File: src/rtl/rd_addr_phase_if.sv
// Bundle of the AR channel and the downstream command port of the read-address front end.
// The slave modport is the front end's view; master is the driving environment.
interface rd_addr_phase_if #(
    parameter int AXI_AW = 32,
    parameter int AXI_IW = 4,
    parameter int DEPTH  = 8
);
    localparam int CW = $clog2(DEPTH) + 1;

    logic [AXI_IW-1:0] axi_arid_i;
    logic [AXI_AW-1:0] axi_araddr_i;
    logic [7:0]        axi_arlen_i;
    logic [2:0]        axi_arsize_i;
    logic [1:0]        axi_arburst_i;
    logic              axi_arvalid_i;
    logic              axi_arready_o;

    logic              req_valid_o;
    logic              req_ready_i;
    logic [AXI_IW-1:0] req_id_o;
    logic [AXI_AW-1:0] req_addr_o;
    logic [7:0]        req_len_o;
    logic [2:0]        req_size_o;
    logic [1:0]        req_burst_o;
    logic [AXI_AW-1:0] req_wrap_lo_o;
    logic [AXI_AW-1:0] req_wrap_hi_o;
    logic              req_err_o;
    logic [CW-1:0]     req_count_o;

    modport slave (
        input  axi_arid_i, axi_araddr_i, axi_arlen_i, axi_arsize_i, axi_arburst_i,
        input  axi_arvalid_i, req_ready_i,
        output axi_arready_o, req_valid_o, req_id_o, req_addr_o, req_len_o,
        output req_size_o, req_burst_o, req_wrap_lo_o, req_wrap_hi_o, req_err_o,
        output req_count_o
    );

    modport master (
        output axi_arid_i, axi_araddr_i, axi_arlen_i, axi_arsize_i, axi_arburst_i,
        output axi_arvalid_i, req_ready_i,
        input  axi_arready_o, req_valid_o, req_id_o, req_addr_o, req_len_o,
        input  req_size_o, req_burst_o, req_wrap_lo_o, req_wrap_hi_o, req_err_o,
        input  req_count_o
    );
endinterface

File: src/rtl/rd_addr_phase.sv
// AXI4 read-address front end: legality check, wrap-boundary precompute and an in-order
// request FIFO whose head is held in a registered output stage for the read-data stage.
module rd_addr_phase #(
    parameter int AXI_DW = 256,
    parameter int AXI_AW = 32,
    parameter int AXI_IW = 4,
    parameter int DEPTH  = 8,
    parameter int AXI_SW = AXI_DW >> 3
) (
    input  logic               axi_clk_i,
    input  logic               axi_rstn_i,
    rd_addr_phase_if.slave     bus
);
    localparam int PW = $clog2(DEPTH);
    localparam int CW = PW + 1;
    localparam int SW_LOG = $clog2(AXI_SW);

    localparam logic [AXI_AW-1:0] ONE_AW   = {{(AXI_AW-1){1'b0}}, 1'b1};
    localparam logic [AXI_AW-1:0] ZERO_AW  = {AXI_AW{1'b0}};
    localparam logic [CW-1:0]     ZERO_CW  = {CW{1'b0}};
    localparam logic [CW-1:0]     DEPTH_CW = CW'(DEPTH);
    localparam logic [2:0]        SW_LOG3  = 3'(SW_LOG);

    typedef struct packed {
        logic [AXI_IW-1:0] id;
        logic [AXI_AW-1:0] addr;
        logic [7:0]        len;
        logic [2:0]        size;
        logic [1:0]        burst;
        logic [AXI_AW-1:0] lo;
        logic [AXI_AW-1:0] hi;
        logic              err;
    } entry_t;

    localparam entry_t ENTRY_ZERO = {$bits(entry_t){1'b0}};

    // Full queue entry for one AR beat: boundaries and the legality verdict.
    function automatic entry_t build_entry(
        input logic [AXI_IW-1:0] id,
        input logic [AXI_AW-1:0] addr,
        input logic [7:0]        len,
        input logic [2:0]        size,
        input logic [1:0]        burst
    );
        entry_t            e;
        logic [AXI_AW-1:0] beat_bytes;
        logic [AXI_AW-1:0] total_bytes;
        logic [AXI_AW-1:0] beat_mask;
        logic [AXI_AW-1:0] hi_m1;
        beat_bytes  = ONE_AW << size;
        total_bytes = ({{(AXI_AW-8){1'b0}}, len} + ONE_AW) << size;
        beat_mask   = beat_bytes - ONE_AW;
        e.id    = id;
        e.addr  = addr;
        e.len   = len;
        e.size  = size;
        e.burst = burst;
        e.lo    = addr;
        e.hi    = addr + total_bytes;
        e.err   = 1'b0;
        hi_m1   = ZERO_AW;
        case (burst)
            2'b00: begin
                e.hi  = addr + beat_bytes;
                e.err = (len > 8'd15);
            end
            2'b01: begin
                // INCR upper bound starts from the size-aligned address; the last byte
                // must share the 4 KB page of the start address.
                e.hi  = (addr & ~beat_mask) + total_bytes;
                hi_m1 = e.hi - ONE_AW;
                e.err = (hi_m1[AXI_AW-1:12] != addr[AXI_AW-1:12]);
            end
            2'b10: begin
                e.lo  = addr & ~(total_bytes - ONE_AW);
                e.hi  = e.lo + total_bytes;
                e.err = !((len == 8'd1) || (len == 8'd3) || (len == 8'd7) || (len == 8'd15))
                        || ((addr & beat_mask) != ZERO_AW);
            end
            default: begin
                e.err = 1'b1;
            end
        endcase
        e.err = e.err | (size > SW_LOG3);
        return e;
    endfunction

    entry_t          mem_q [DEPTH];
    entry_t          mem_d [DEPTH];
    entry_t          head_q, head_d;
    entry_t          new_entry_s;
    logic [PW-1:0]   wr_ptr_q, wr_ptr_d;
    logic [PW-1:0]   rd_ptr_q, rd_ptr_d;
    logic [CW-1:0]   count_q, count_d;
    logic            valid_q, valid_d;
    logic            arready_q, arready_d;
    logic            push_s, pop_s;

    // Handshakes and the entry that would be captured on this edge.
    always_comb begin
        push_s      = bus.axi_arvalid_i & arready_q;
        pop_s       = valid_q & bus.req_ready_i;
        new_entry_s = build_entry(bus.axi_arid_i, bus.axi_araddr_i, bus.axi_arlen_i,
                                  bus.axi_arsize_i, bus.axi_arburst_i);
    end

    // Pointer, occupancy and storage updates.
    always_comb begin
        wr_ptr_d = wr_ptr_q;
        rd_ptr_d = rd_ptr_q;
        count_d  = count_q;
        mem_d    = mem_q;
        if (push_s) begin
            wr_ptr_d        = wr_ptr_q + 1'b1;
            mem_d[wr_ptr_q] = new_entry_s;
        end else begin
            wr_ptr_d = wr_ptr_q;
        end
        if (pop_s) begin
            rd_ptr_d = rd_ptr_q + 1'b1;
        end else begin
            rd_ptr_d = rd_ptr_q;
        end
        case ({push_s, pop_s})
            2'b10:   count_d = count_q + 1'b1;
            2'b01:   count_d = count_q - 1'b1;
            default: count_d = count_q;
        endcase
    end

    // Next head register and AR-ready; a push into an otherwise empty queue is
    // forwarded straight into the head since its slot is not yet written.
    always_comb begin
        valid_d   = (count_d != ZERO_CW);
        arready_d = (count_d < DEPTH_CW);
        head_d    = ENTRY_ZERO;
        if (!valid_d) begin
            head_d = ENTRY_ZERO;
        end else if (push_s && (wr_ptr_q == rd_ptr_d)) begin
            head_d = new_entry_s;
        end else begin
            head_d = mem_q[rd_ptr_d];
        end
    end

    // State registers; reset discards every buffered request at once.
    always_ff @(posedge axi_clk_i or negedge axi_rstn_i) begin
        if (!axi_rstn_i) begin
            for (int i = 0; i < DEPTH; i++) begin
                mem_q[i] <= ENTRY_ZERO;
            end
            head_q    <= ENTRY_ZERO;
            wr_ptr_q  <= {PW{1'b0}};
            rd_ptr_q  <= {PW{1'b0}};
            count_q   <= ZERO_CW;
            valid_q   <= 1'b0;
            arready_q <= 1'b0;
        end else begin
            mem_q     <= mem_d;
            head_q    <= head_d;
            wr_ptr_q  <= wr_ptr_d;
            rd_ptr_q  <= rd_ptr_d;
            count_q   <= count_d;
            valid_q   <= valid_d;
            arready_q <= arready_d;
        end
    end

    assign bus.axi_arready_o = arready_q;
    assign bus.req_valid_o   = valid_q;
    assign bus.req_id_o      = head_q.id;
    assign bus.req_addr_o    = head_q.addr;
    assign bus.req_len_o     = head_q.len;
    assign bus.req_size_o    = head_q.size;
    assign bus.req_burst_o   = head_q.burst;
    assign bus.req_wrap_lo_o = head_q.lo;
    assign bus.req_wrap_hi_o = head_q.hi;
    assign bus.req_err_o     = head_q.err;
    assign bus.req_count_o   = count_q;

endmodule
File: src/flat_wrapper.sv
// flat-port wrapper written by rule: the top's interface ports become plain ports
module rd_addr_phase_flat 
#(
    parameter int AXI_DW = 256,
    parameter int AXI_AW = 32,
    parameter int AXI_IW = 4,
    parameter int DEPTH  = 8,
    parameter int AXI_SW = AXI_DW >> 3
)
  (axi_clk_i, axi_rstn_i, bus_axi_arid_i, bus_axi_araddr_i, bus_axi_arlen_i, bus_axi_arsize_i, bus_axi_arburst_i, bus_axi_arvalid_i, bus_req_ready_i, bus_axi_arready_o, bus_req_valid_o, bus_req_id_o, bus_req_addr_o, bus_req_len_o, bus_req_size_o, bus_req_burst_o, bus_req_wrap_lo_o, bus_req_wrap_hi_o, bus_req_err_o, bus_req_count_o);
  rd_addr_phase_if #(.AXI_AW(AXI_AW), .AXI_IW(AXI_IW), .DEPTH(DEPTH)) bus_i ();
  input  logic axi_clk_i;
  input  logic axi_rstn_i;
  input wire logic [$bits(bus_i.axi_arid_i)-1:0] bus_axi_arid_i;
  input wire logic [$bits(bus_i.axi_araddr_i)-1:0] bus_axi_araddr_i;
  input wire logic [$bits(bus_i.axi_arlen_i)-1:0] bus_axi_arlen_i;
  input wire logic [$bits(bus_i.axi_arsize_i)-1:0] bus_axi_arsize_i;
  input wire logic [$bits(bus_i.axi_arburst_i)-1:0] bus_axi_arburst_i;
  input wire logic [$bits(bus_i.axi_arvalid_i)-1:0] bus_axi_arvalid_i;
  input wire logic [$bits(bus_i.req_ready_i)-1:0] bus_req_ready_i;
  output wire logic [$bits(bus_i.axi_arready_o)-1:0] bus_axi_arready_o;
  output wire logic [$bits(bus_i.req_valid_o)-1:0] bus_req_valid_o;
  output wire logic [$bits(bus_i.req_id_o)-1:0] bus_req_id_o;
  output wire logic [$bits(bus_i.req_addr_o)-1:0] bus_req_addr_o;
  output wire logic [$bits(bus_i.req_len_o)-1:0] bus_req_len_o;
  output wire logic [$bits(bus_i.req_size_o)-1:0] bus_req_size_o;
  output wire logic [$bits(bus_i.req_burst_o)-1:0] bus_req_burst_o;
  output wire logic [$bits(bus_i.req_wrap_lo_o)-1:0] bus_req_wrap_lo_o;
  output wire logic [$bits(bus_i.req_wrap_hi_o)-1:0] bus_req_wrap_hi_o;
  output wire logic [$bits(bus_i.req_err_o)-1:0] bus_req_err_o;
  output wire logic [$bits(bus_i.req_count_o)-1:0] bus_req_count_o;
  assign bus_i.axi_arid_i = bus_axi_arid_i;
  assign bus_i.axi_araddr_i = bus_axi_araddr_i;
  assign bus_i.axi_arlen_i = bus_axi_arlen_i;
  assign bus_i.axi_arsize_i = bus_axi_arsize_i;
  assign bus_i.axi_arburst_i = bus_axi_arburst_i;
  assign bus_i.axi_arvalid_i = bus_axi_arvalid_i;
  assign bus_i.req_ready_i = bus_req_ready_i;
  assign bus_axi_arready_o = bus_i.axi_arready_o;
  assign bus_req_valid_o = bus_i.req_valid_o;
  assign bus_req_id_o = bus_i.req_id_o;
  assign bus_req_addr_o = bus_i.req_addr_o;
  assign bus_req_len_o = bus_i.req_len_o;
  assign bus_req_size_o = bus_i.req_size_o;
  assign bus_req_burst_o = bus_i.req_burst_o;
  assign bus_req_wrap_lo_o = bus_i.req_wrap_lo_o;
  assign bus_req_wrap_hi_o = bus_i.req_wrap_hi_o;
  assign bus_req_err_o = bus_i.req_err_o;
  assign bus_req_count_o = bus_i.req_count_o;
  rd_addr_phase #(.AXI_DW(AXI_DW), .AXI_AW(AXI_AW), .AXI_IW(AXI_IW), .DEPTH(DEPTH), .AXI_SW(AXI_SW)) u_core (.axi_clk_i(axi_clk_i), .axi_rstn_i(axi_rstn_i), .bus(bus_i));
endmodule
File: config.mk
export PLATFORM = sky130hd
export DESIGN_NAME = rd_addr_phase_flat
export DESIGN_NICKNAME = d
export VERILOG_FILES = /design/src/rtl/rd_addr_phase_if.sv /design/src/rtl/rd_addr_phase.sv /design/src/flat_wrapper.sv
export SDC_FILE = /design/constraint.sdc
export NUM_CORES = 2
export LEC_CHECK = 0
export BUFFER_PORTS_ARGS = -buffer_cell sky130_fd_sc_hd__buf_2
export CAP_MARGIN = 20
export CORE_MARGIN = 5
export CORE_UTILIZATION = 55
export DETAILED_ROUTE_END_ITERATION = 10
export PLACE_DENSITY_LB_ADDON = 0.2
export SLEW_MARGIN = 20
export SYNTH_ARGS = -nofsm -noshare
export SYNTH_HDL_FRONTEND = slang
export SYNTH_SLANG_ARGS = --single-unit
File: constraint.sdc
create_clock -name axi_clk_i -period 5.85 [get_ports axi_clk_i]
set_clock_uncertainty 0.05 [all_clocks]
set_input_delay 0 -clock axi_clk_i [delete_from_list [all_inputs] [get_ports axi_clk_i]]
set_output_delay 0 -clock axi_clk_i [all_outputs]
set_load 0.05 [all_outputs]
==> impl_metrics.csv <==
group,metric,value,unit
drt,wl_per_cell,23.8,um
global_routing,overflow,0,
worst_setup_path,cp_max_fo,9,
die,ios,173,
yosys,synth_edf_count,0,
drt,remaining_drc_errors,0,
worst_setup_path,r2r_slack,2.01,ns
global_routing,grt_max_degree,166,
cts,cts_tree,"done",
yosys,yosysMostFrequentCell,"nand2_1",
yosys,syn_nets,5301,
sta,fmax,181,MHz
yosys,synth_largest_area_cell,"dfrtp_1",
power_and_ir_drop,powerDensity,593,mW/mm^2
cts,clock_latency,0.70,ns
yosys,netlist_instances,5195,
sta,rsz0062_at_grt,"no",
drt,vias,39845,
sta,hold-worst-slack,0.0269,ns
placed_design,portBuffers,172,
flow_run,cap_violations,0,
power_and_ir_drop,total_power,0.0338,W
yosys,synth_area_per_cell,9.75,um^2
die,core_area,0.0915,mm^2
yosys,ys_warn_count,0,
cts,cts_buffers,108,
layout,drive_gt1_share,15.3,%
global_routing,antenna_found_initial,9,
yosys,synth_area_leaders,"dfrtp_1 51%, nand2_1 13%, mux4_2 10%",
global_routing,grt_pass1_vias,39660,
sta,maxSlewViolCount,0,
global_routing,grt_use_total,31.5,%
yosys,yosysTopAreaCellShare,51.3,%
run_status,status,"completed",
layout,area_delta_synth_final,12.4,%
hold_path,hp-class,"input port to asynchronous set/reset pin",
placed_design,dpl.cell_count,6251,
placed_design,gp_congestion,0.997,
cts,cts_setup_buffers,0,
cts,cts.sinks,1038,
global_routing,grt_pass1_wl,240000,um
sta,report.final.hold_viol_count,0,
drt,drt_iter0_markers,3864,
die,die_x,313,um
cts,cts_root_buf,"clkbuf_16",
yosys,yosysUniqueCellTypes,94,
power_and_ir_drop,p_leak,26.8,nW
drt,dr.pass1.iters,5,
die,dieArea,0.0983,mm^2
layout,final_nets,5333,
die,placementRows,111,
sta,finalSetupViolCount,0,
drt,vias_per_cell,6.13,
yosys,synth-seq-area-share,51.3,%
worst_setup_path,critPathRequiredTime,6.43,ns
yosys,synth_common_cells,"1717 x nand2_1, 1038 x dfrtp_1, 567 x o21ai_0, 343 x clkbuf_1, 226 x mux4_2",
placed_design,dpl.hpwl,92700,um
worst_setup_path,crit_type,"input port to register",
cts,htreeDepth,3,
yosys,synthArstFlopShare,100,%
sta,final.period_utilization,94.7,%
drt,postRouteAntennaNets,0,
die,die_h,313,um
sta,max-slew-margin-rel,17.4,%
cts,clockBufferDepth,3,
sta,worst_pin_slew,1.24,ns
sta,fin_setup_tns,0,ns
cts,clk_pin_slew,0.06,ns
power_and_ir_drop,vdd_drop_max,539,uV
worst_setup_path,worst_setup_path_end_kind,"register",
sta,min_period,5.54,ns
yosys,syn_area,0.0507,mm^2
layout,stdcell_count,6505,
worst_setup_path,crit_path_start_kind,"input port",
yosys,synth_flop_cell,"dfrtp_1",
yosys,synth_seq_cells,1038,
worst_setup_path,crit_arrival,6.11,ns
drt,wl,155000,um
die,initial_utilization,55.3,%
## timing repair
| action | in CTS | in global routing |
|---|---|---|
| endpoints found under the setup margin | 0 | 87 |
| endpoints found under the hold margin | 933 | 0 |
| hold buffers | 52 | 0 |
| gates resized for setup | 0 | 14 |
## worst max-delay path, cell delays in order
cell and delay, ns:
dlygate4sd3_1 0.54, buf_2 0.17, inv_1 0.21, ha_1 0.39
nand2_1 0.12, a21boi_0 0.30, a21oi_1 0.14, a21boi_0 0.16
a31oi_1 0.61, or3_1 0.36, nor2_1 0.10, xnor2_1 0.13
o21a_1 0.21, ha_1 0.37, a21o_1 0.19, a21oi_1 0.19
nand2_1 0.07, a31oi_1 0.32, nor4b_2 0.14, nor3_2 0.34
nor3_1 0.13, xor2_1 0.18, a21oi_1 0.48, mux2_2 0.25
## routing by layer
| metal | vias up | wire length, um | GRT usage, % |
|---|---|---|---|
| li1 | 17844 | - | - |
| met1 | 19987 | 64300 | 44.3 |
| met2 | 1672 | 73200 | 50.6 |
| met3 | 338 | 11500 | 4.63 |
| met4 | 4 | 6070 | 11.6 |
| met5 | - | 29 | 0 |
## power breakdown
group | internal [W] | switching, W
clock network | 0.00412 | 0.00288
registers | 0.0106 | 0.00170
logic | 0.00600 | 0.00851
total | 0.0207 | 0.0131
## cell families after synthesis
family,after synthesis,synth area share [%]
AOI/OAI and AO/OA,980,11.4
xor gates and xnor gates,97,1.75
adders and majority gates,53,1.37
buffers and inverters,472,3.54
DFF,1038,51.3
muxes,377,13.2
and+or+nand+nor,2178,17.5
## path summary, 6_finish.rpt
kind	start	to	cells past startpoint
worst max register to register	u_core.bus.axi_arready_o$_DFF_PN0_	u_core.bus.req_err_o$_DFF_PN0_	15
worst max-delay path	bus_axi_arlen_i[1]	u_core.mem_q[364]$_DFFE_PN0P_	24
max in group asynchronous	axi_rstn_i	u_core.bus.req_wrap_lo_o[4]$_DFF_PN0_	4
min in group axi_clk_i	bus_axi_arid_i[1]	u_core.mem_q[453]$_DFFE_PN0P_	4
worst min-delay path	axi_rstn_i	u_core.mem_q[629]$_DFFE_PN0P_	3
worst min register to register	u_core.mem_q[215]$_DFFE_PN0P_	u_core.mem_q[215]$_DFFE_PN0P_	2
## registers in the layout (all words and copies together), names as in the netlist
| register | count |
|---|---|
| u_core.bus.req_addr_o | 32 |
| u_core.rd_ptr_q | 3 |
| u_core.bus.req_id_o | 4 |
| u_core.bus.axi_arready_o | 1 |
| u_core.bus.req_size_o | 3 |
| u_core.bus.req_len_o | 8 |
| u_core.bus.req_err_o | 1 |
| u_core.bus.req_valid_o | 1 |
| u_core.bus.req_count_o | 4 |
| u_core.bus.req_wrap_lo_o | 32 |
| u_core.bus.req_burst_o | 2 |
| u_core.wr_ptr_q | 3 |
| u_core.mem_q | 912 |
| u_core.bus.req_wrap_hi_o | 32 |
## stage by stage
stage	cell area [um^2]	utilization (%)	setup WS [ns]
finish	56900	62.2	0.311
global route	56900	62.2	0.00137
CTS	56800	62.1	0.307
detailed placement	52700	57.5	0.138
global placement	52700	57.5	0.227
floorplan	50700	-	0.130
## layout by cell type (no fill, tap or decap), types with 57 or more instances in the layout
master / n
a211oi_1: 116
a21oi_1: 102
buf_2: 171
buf_4: 101
clkbuf_16: 111
dfrtp_1: 1038
mux2_2: 57
mux2i_1: 90
mux4_2: 226
nand2_1: 1711
nor2_1: 174
o21ai_0: 567
xnor2_1: 63
## layout make-up
type	instances	area, um^2
diodes	3	7.51
clock buffers	169	3300
clock inverters	30	343
fillers	7482	34600
inverters	54	208
multi-input cells	3685	23100
flip-flops and latches	1038	26000
well taps	1186	1480
repair buffers	340	2470
Note: power is estimated with default switching activity, not from simulation.
